**src/rtl/kuznechik_key_sequencer.sv**
```systemverilog
// rtl/kuznechik_key_sequencer.sv - multi-slot Kuznechik round-key store with forward/reverse key serving
module kuznechik_key_sequencer #(
  parameter int KEY_W  = 128,
  parameter int ROUNDS = 10,
  parameter int SLOTS  = 2,
  parameter int SLOT_W = (SLOTS > 1) ? $clog2(SLOTS) : 1
) (
  input  logic               clk,
  input  logic               rst_n,
  input  logic               load_start,
  input  logic [SLOT_W-1:0]  load_slot,
  input  logic               kg_ready,
  input  logic [2*KEY_W-1:0] kg_pair,
  output logic               load_busy,
  output logic [SLOTS-1:0]   slot_valid,
  input  logic               start,
  input  logic [SLOT_W-1:0]  sel_slot,
  input  logic               decrypt,
  input  logic               key_next,
  output logic [KEY_W-1:0]   key_out,
  output logic               key_valid,
  output logic               seq_busy,
  output logic               done,
  output logic               err,
  output logic [1:0]         err_code
);
  localparam int IDX_W = $clog2(ROUNDS + 1);
  localparam logic [IDX_W-1:0] LAST_IDX = IDX_W'(ROUNDS - 1);
  localparam logic [IDX_W-1:0] END_PTR  = IDX_W'(ROUNDS);

  typedef enum logic [1:0] {L_IDLE, L_WAIT, L_WR2} load_state_t;
  typedef enum logic       {S_IDLE, S_RUN}         serve_state_t;

  load_state_t  l_state, l_next;
  serve_state_t s_state, s_next;

  logic [KEY_W-1:0]  mem [SLOTS][ROUNDS];
  logic [SLOT_W-1:0] ld_slot, srv_slot;
  logic [IDX_W-1:0]  wr_ptr, wr_ptr_odd, rd_idx;
  logic [KEY_W-1:0]  held_key;
  logic              srv_rev;
  logic              ld_collide, ld_accept, ld_take, ld_wr2, ld_finish, overrun;
  logic              srv_accept, srv_reject, deliver, last_key;

  always_ff @(posedge clk or negedge rst_n) begin
    if (!rst_n) begin
      l_state <= L_IDLE;
      s_state <= S_IDLE;
    end else begin
      l_state <= l_next;
      s_state <= s_next;
    end
  end

  always_comb begin
    l_next = l_state;
    case (l_state)
      L_IDLE:  if (ld_accept) l_next = L_WAIT;
      L_WAIT:  if (kg_ready) l_next = L_WR2;
      L_WR2:   l_next = ld_finish ? L_IDLE : L_WAIT;
      default: l_next = L_IDLE;
    endcase
    s_next = s_state;
    if (s_state == S_IDLE) begin
      if (srv_accept) s_next = S_RUN;
    end else if (deliver && last_key) begin
      s_next = S_IDLE;
    end
  end

  always_comb begin
    load_busy  = (l_state != L_IDLE);
    seq_busy   = (s_state == S_RUN);
    wr_ptr_odd = wr_ptr + IDX_W'(1);
    ld_collide = load_start && (l_state == L_IDLE) && seq_busy && (load_slot == srv_slot);
    ld_accept  = load_start && (l_state == L_IDLE) && !ld_collide;
    ld_take    = kg_ready && (l_state == L_WAIT);
    ld_wr2     = (l_state == L_WR2);
    ld_finish  = ld_wr2 && ((wr_ptr + IDX_W'(2)) == END_PTR);
    overrun    = kg_ready && (l_state != L_WAIT);
    // A slot whose load is starting this very cycle counts as being loaded.
    srv_accept = start && (s_state == S_IDLE) && slot_valid[sel_slot]
                 && !(load_busy && (ld_slot == sel_slot))
                 && !(ld_accept && (load_slot == sel_slot));
    srv_reject = start && (s_state == S_IDLE) && !srv_accept;
    deliver    = key_next && (s_state == S_RUN);
    last_key   = srv_rev ? (rd_idx == '0) : (rd_idx == LAST_IDX);
  end

  always_ff @(posedge clk or negedge rst_n) begin
    if (!rst_n) begin
      ld_slot    <= '0;
      srv_slot   <= '0;
      wr_ptr     <= '0;
      rd_idx     <= '0;
      held_key   <= '0;
      srv_rev    <= 1'b0;
      slot_valid <= '0;
      key_out    <= '0;
      key_valid  <= 1'b0;
      done       <= 1'b0;
      err        <= 1'b0;
      err_code   <= 2'd0;
    end else begin
      key_valid <= deliver;
      done      <= deliver && last_key;
      if (ld_accept) begin
        ld_slot               <= load_slot;
        wr_ptr                <= '0;
        slot_valid[load_slot] <= 1'b0;
      end
      if (ld_take) held_key <= kg_pair[KEY_W-1:0];
      if (ld_wr2) wr_ptr <= wr_ptr + IDX_W'(2);
      if (ld_finish) slot_valid[ld_slot] <= 1'b1;
      if (srv_accept) begin
        srv_slot <= sel_slot;
        srv_rev  <= decrypt;
        rd_idx   <= decrypt ? LAST_IDX : '0;
      end
      if (deliver) begin
        key_out <= mem[srv_slot][rd_idx];
        rd_idx  <= srv_rev ? rd_idx - IDX_W'(1) : rd_idx + IDX_W'(1);
      end
      // Highest code wins when several causes coincide.
      err <= overrun || ld_collide || srv_reject;
      if (overrun)         err_code <= 2'd3;
      else if (ld_collide) err_code <= 2'd2;
      else if (srv_reject) err_code <= 2'd1;
    end
  end

  always_ff @(posedge clk) begin
    if (ld_take) mem[ld_slot][wr_ptr] <= kg_pair[2*KEY_W-1:KEY_W];
    if (ld_wr2) mem[ld_slot][wr_ptr_odd] <= held_key;
  end
endmodule

```
**config.mk**
```make
export PLATFORM = sky130hd
export DESIGN_NAME = kuznechik_key_sequencer
export DESIGN_NICKNAME = d
export VERILOG_FILES = /design/src/rtl/kuznechik_key_sequencer.sv
export SDC_FILE = /design/constraint.sdc
export NUM_CORES = 2
export LEC_CHECK = 0
export ABC_AREA = 1
export CAP_MARGIN = 20
export CORE_MARGIN = 4
export CORE_UTILIZATION = 28
export CTS_CLUSTER_DIAMETER = 100
export DETAILED_ROUTE_END_ITERATION = 16
export GPL_ROUTABILITY_DRIVEN = 0
export GPL_TIMING_DRIVEN = 0
export PLACE_DENSITY_LB_ADDON = 0.2
export SLEW_MARGIN = 40
export SYNTH_ARGS = -nofsm -noshare
export SYNTH_HDL_FRONTEND = slang
export SYNTH_SLANG_ARGS = --single-unit
export TNS_END_PERCENT = 5
```
**constraint.sdc**
```tcl
create_clock -name clk -period 15.3 [get_ports clk]
set_input_delay 3.06 -clock clk [delete_from_list [all_inputs] [get_ports clk]]
set_output_delay 3.06 -clock clk [all_outputs]
set_load 0.03 [all_outputs]
```
# Yosys cells after proc, flatten, opt, wreduce, memory -nomap -nowiden
# Memories as Yosys holds them, arrays and structs flattened.
# Cells that the tools add are included.
[word_totals] ff_bits=277 latchBits=0 ram_bits=2560 rom_bits=0 in_bits=265 output_inout_bits=137 elab_cells=2675 memories=1
[op_classes] add_sub_neg=4 n_mul=0 n_div=0 magnitude_cmp=10 eq_ne=10 shifts=0 muxes=1316 n_bitwise=1287 reduce_logical=33
[memory_table] name="mem" words=2 width=1280 rd=1 rd_ports_with_merged_regs=0 wr=1 line_no="37" text="logic [KEY_W-1:0] mem [SLOTS][ROUNDS];"
[ops] operator="1280-bit 2-to-1 mux" count=2
[ops] operator="1-bit 2-to-1 mux" count=1291
[ops] operator="1-bit bitwise OR" count=1280
[ops] operator="128-bit demux with 4-bit select" count=2
[ops] operator="128-bit binary-select mux with 4-bit select" count=1
[ops] operator="128-bit 2-to-1 mux" count=4
[ops] operator="4-bit 2-to-1 mux" count=6
[ops] operator="1-bit logical AND" count=20
[ops] operator="5-bit greater-or-equal comparator (second input constant)" count=3
[ops] operator="4-bit inverter with 5-bit output" count=3
[ops] operator="2-bit 2-to-1 mux" count=7
[ops] operator="5-bit by 1-bit less-than comparator with 1-bit output (second input constant)" count=2
[ops] operator="4-bit by 1-bit adder with 4-bit output (second input constant)" count=2
[ops] operator="4-bit == test (second input constant)" count=2
[ops] operator="1-bit by 2-bit less-than comparator with 1-bit output (second input constant)" count=3
[ops] operator="2-bit case mux with 3 select lines" count=1
[ops] operator="2-bit nonzero test" count=3
[ops] operator="4-bit by 2-bit adder with 4-bit output (second input constant)" count=1
[ops] operator="1-bit logical NOT" count=4
[ops] operator="4-bit logical NOT" count=1
[ops] operator="2-bit != test (second input constant)" count=2
[ops] operator="4-bit by 1-bit subtractor with 4-bit output (second input constant)" count=1
[ops] operator="1-bit == test" count=3
[ops] operator="3-bit nonzero test" count=1
[ops] operator="other kinds (12)" count=15

# Depth between registers and ports, before layout
[logic_depth] depth_word=14 mapped_depth=14 depth_no_buf=10

# Least setup slack after synthesis
# No wires, ideal clock.
[synth_timing] kind="in2reg" start="in kg_ready" end="mem mem[0][128] (netlist bit), enable pin" setup_time_ps=773 arrival_ps=12403 required_time_ps=14527 path_slack_ps=2124 stages=5 path_buffers=1 cell_sequence="inv_1 -> nor2_1 -> buf_2 -> clkinv_1 -> nor3_1"
[synth_via] elab_chain_len=4
[synth_lines] item="start: declaration" line_no="12" text="input logic kg_ready,"
[synth_lines] item="1-bit logical AND" line_no="77" text="ld_take = kg_ready && (l_state == L_WAIT);"
[synth_lines] item="1-bit 2-to-1 mux" line_no="133" text="if (ld_take) mem[ld_slot][wr_ptr] <= kg_pair[2*KEY_W-1:KEY_W];"
[synth_lines] item="1280-bit 2-to-1 mux (not written as such)" line_no="133"
[synth_lines] item="1-bit bitwise OR (no source line)"
[synth_lines] item="end: declaration" line_no="37"
# Every way passes these cells.

# Worst setup path in the final report
[layout_timing] start="in kg_ready" end="mem mem[1][999] (netlist bit), enable pin"
# Same word-level chain as after synthesis.

==> flow_summary.yaml <==
final_layout:
  fin_nets: 15900
  multi_input_area_mm2: 0.0320
  final_area_mm2: 0.159
  drive_gt1_share_pct: 10.9
  stdcell_count: 22200
  fillers: 48700
  layout.area.seq_mm2: 0.0838
  syn2layout_area_growth_pct: 20.2
synthesis:
  synth_edf_count: 2560
  synth.avg_cell_area_um2: 9.10
  async_flop_share_pct: 9.73
  synthAdderAreaFrac_pct: 0.0435
  synth_top_area_cell: "edfxtp_1"
  synth_nets: 14800
  synth.area.mux_share_pct: 0
  synthFlopType: "edfxtp_1"
  yosys.area_share.simple_pct: 20.5
  synthDistinctLibCells: 32
  ys_seq_area_share_pct: 63.3
  synth_top_family_by_area: "simple AND/OR/NAND/NOR gates"
  synth.area.top_cells: "edfxtp_1 58%, nand2_1 13%, inv_1 8.0%"
  ys_seq_elements: 2836
  netlist_area_mm2: 0.132
  syn_inst: 14600
  synth_compound_area_share_pct: 3.48
  ys_warn_count: 0
  yosys.area.top_type_share_pct: 58.0
  synth_xor_area_share_pct: 0.0331
clock_tree:
  numCtsBuffers: 335
  clock_path_buffers: 4
  cts_setup_buffers: 0
  cts_sinks: 2836
  insertion_delay_ns: 0.98
  h-tree-depth: 5
  tritoncts: "built"
  ctsHoldBuffers: 0
  root_buffer: "clkbuf_16"
  post_cts_resized: 0
  path_clk_slew_ns: 0.05
critical_path:
  cp-start-kind: "primary input"
  critical_path_class: "in2reg"
  crit_top_cell: "buf_2"
  crit_chain: "clkdlybuf4s50_1, inv_1, nor2_1, buf_2, clkinv_1, nor3_2, buf_4, buf_2, buf_2, buf_2, buf_4, buf_2"
  path_max_fanout: 10
  critPathSlowestCell: "clkdlybuf4s50_1"
  endpoint_kind: "register"
  worst-path-buf-inv: 10
  crit_arrival_ns: 7.77
  cpLargestDelayFamily: "buffers and inverters"
  cp.required_ns: 15.94
  max_stage_delay_ns: 0.90
run:
  drv_cap: 0
place:
  place_ws_ns: 7.41
  dpl_cell_area_mm2: 0.149
  numPortBuffers: 273
  placed_cells: 21500
  dp_hpwl_um: 401000
floorplan:
  die_h_um: 696
  die_x_um: 696
  initial_utilization_pct: 28.1
  rows: 252
  coreArea_mm2: 0.471
  die_area_mm2: 0.484
  io_pins: 402
worst_hold_path:
  hold_path_class: "reg2reg"
timing:
  max_clock_freq_ghz: 0.140
  finalCritPeriodShare_pct: 46.6
  setup_slack_ns: 8.17
  hold_violations: 0
  skew_ns: 0.0657
  slew_viol_final: 0
  min_period_ns: 7.13
  worst_pin_slew_ns: 0.948
  whs_ns: 0.470
  finalSetupViolCount: 0
  tns_ns: 0
  rsz0062_at_grt: "no"
  maxSlewHeadroom_pct: 36.8
drt:
  initialDrtViolationCount: 10300
  num_vias: 100000
  wire_per_inst_um: 24.1
  drc: 0
  drt-pass1-iter-count: 5
  vias_per_cell: 4.52
  routed_wl_um: 534000
  postRouteAntennaNets: 0
grt:
  antenna_found_initial: 84
  grt_pass1_wl_um: 729000
  overflow: 0
  grt_use_total_pct: 21.5
  grt_max_degree: 61
  first_global_vias: 92900
power:
  vdd_drop_max_mv: 0.153
  p_per_area_mw_per_mm2: 175
  p_leak_nw: 71.0
status:
  status: "finished clean"
[flip-flops by register name, summed over array words and instances, names as in the netlist, 2 cells and up]
name and cells:
err_code 2, wr_ptr 3, rd_idx 4, mem 2560, held_key 128, slot_valid 2
l_state 2, key_out 128
[cells in the mapped netlist (2+ instances only)]
| library cell | number |
|---|---|
| buf_4 | 43 |
| or2_2 | 314 |
| nor2_1 | 24 |
| dfrtp_1 | 276 |
| a21oi_1 | 132 |
| nand3_1 | 1415 |
| buf_2 | 362 |
| o22ai_1 | 5 |
| buf_1 | 37 |
| or2_1 | 46 |
| nand2_1 | 4648 |
| o21ai_1 | 100 |
| o21ai_0 | 678 |
| nor2_4 | 3 |
| inv_4 | 2 |
| xnor2_1 | 5 |
| inv_1 | 2834 |
| nor3_1 | 10 |
| ha_1 | 3 |
| clkbuf_1 | 1012 |
| edfxtp_1 | 2560 |
| or2_0 | 24 |
| inv_2 | 2 |
| buf_6 | 7 |
[cell families (layout without fill, tap and decap cells)]
| group | after synthesis | after routing |
|---|---|---|
| simple gates | 6487 | 6487 |
| buf+inv | 4301 | 5626 |
| flops | 2836 | 2836 |
| compound gates | 917 | 917 |
| xor+xnor | 5 | 5 |
| fa+ha+maj | 4 | 4 |
| other cells | 0 | 69 |
[worst paths after layout]
check                                 start      endpoint  slack [ns]  cells past startpoint
worst min-delay path            err_code[1]   err_code[1]        0.47                      2
max in group asynchronous             rst_n   key_out[13]       12.10                      3
min in group asynchronous             rst_n  held_key[85]        1.99                      1
worst min register to register  err_code[1]   err_code[1]        0.47                      2
worst max register to register   l_state[1]   mem[1][999]       10.67                     12
worst max-delay path               kg_ready   mem[1][999]        8.17                     12
[final cells by class]
| class | count | share of cell area, % |
|---|---|---|
| Multi-Input combinational cell | 7413 | 20.1 |
| Timing Repair Buffer | 712 | 5.02 |
| Clock inverter | 161 | 0.843 |
| Tap cell | 6223 | 4.89 |
| Sequential cell | 2836 | 52.6 |
| Clock buffer | 452 | 5.73 |
| Antenna cell | 69 | 0.108 |
| Inverter | 2839 | 6.70 |
| Buffer | 1462 | 3.99 |
[where the power goes]
group	switching [W]	leakage, nW	internal, W
sequential	0.000222	26.3	0.00919
clock	0.00335	5.14	0.00449
combinational	0.00784	39.5	0.00281
total	0.0114	71.0	0.0165
[tightest hold or removal path: stages (launching register included)]
cell and delay, ns:
dfrtp_1 0.34, nand2_1 0.05, nand2_1 0.05
[per-layer routing]
layer | global-route usage, % | routed length, um | vias up
li1 | - | - | 47100
met1 | 28.8 | 226000 | 48800
met2 | 35.0 | 248000 | 3687
met3 | 4.22 | 43000 | 669
met4 | 6.77 | 16700 | 22
met5 | 0 | 124 | -
[cells in the final DEF (no fill, tap or decap), types with 12 or more instances in the layout]
master / netlist / layout
or2_2: 314 / 314
bufinv_16: 0 / 18
dfrtp_1: 276 / 275
clkbuf_4: 0 / 12
diode_2: 0 / 69
clkinv_2: 0 / 59
buf_8: 0 / 55
or2_1: 46 / 46
clkbuf_1: 1012 / 1041
edfxtp_1: 2560 / 2560
nand2_1: 4648 / 4647
nor2_1: 24 / 14
clkbuf_16: 0 / 343
a21oi_1: 132 / 132
buf_6: 7 / 19
clkbuf_2: 1 / 56
nor2_4: 3 / 13
o21ai_1: 100 / 100
o21ai_0: 678 / 678
or2_0: 24 / 24
clkinv_1: 1 / 64
buf_16: 0 / 82
buf_4: 43 / 244
buf_1: 37 / 30
inv_1: 2834 / 2834
clkbuf_8: 0 / 13
clkdlybuf4s50_1: 0 / 272
buf_2: 362 / 449
nand3_1: 1415 / 1415
[stage by stage]
step	utilization, %	total power, W
6_report	33.8	0.0279
5_1_grt	33.8	0.0292
4_1_cts	33.7	0.0281
3_5_place_dp	31.5	0.0202
3_3_place_gp	30.3	0.0202
2_1_floorplan	-	0.0152
Power figures use the tool's default switching activity.
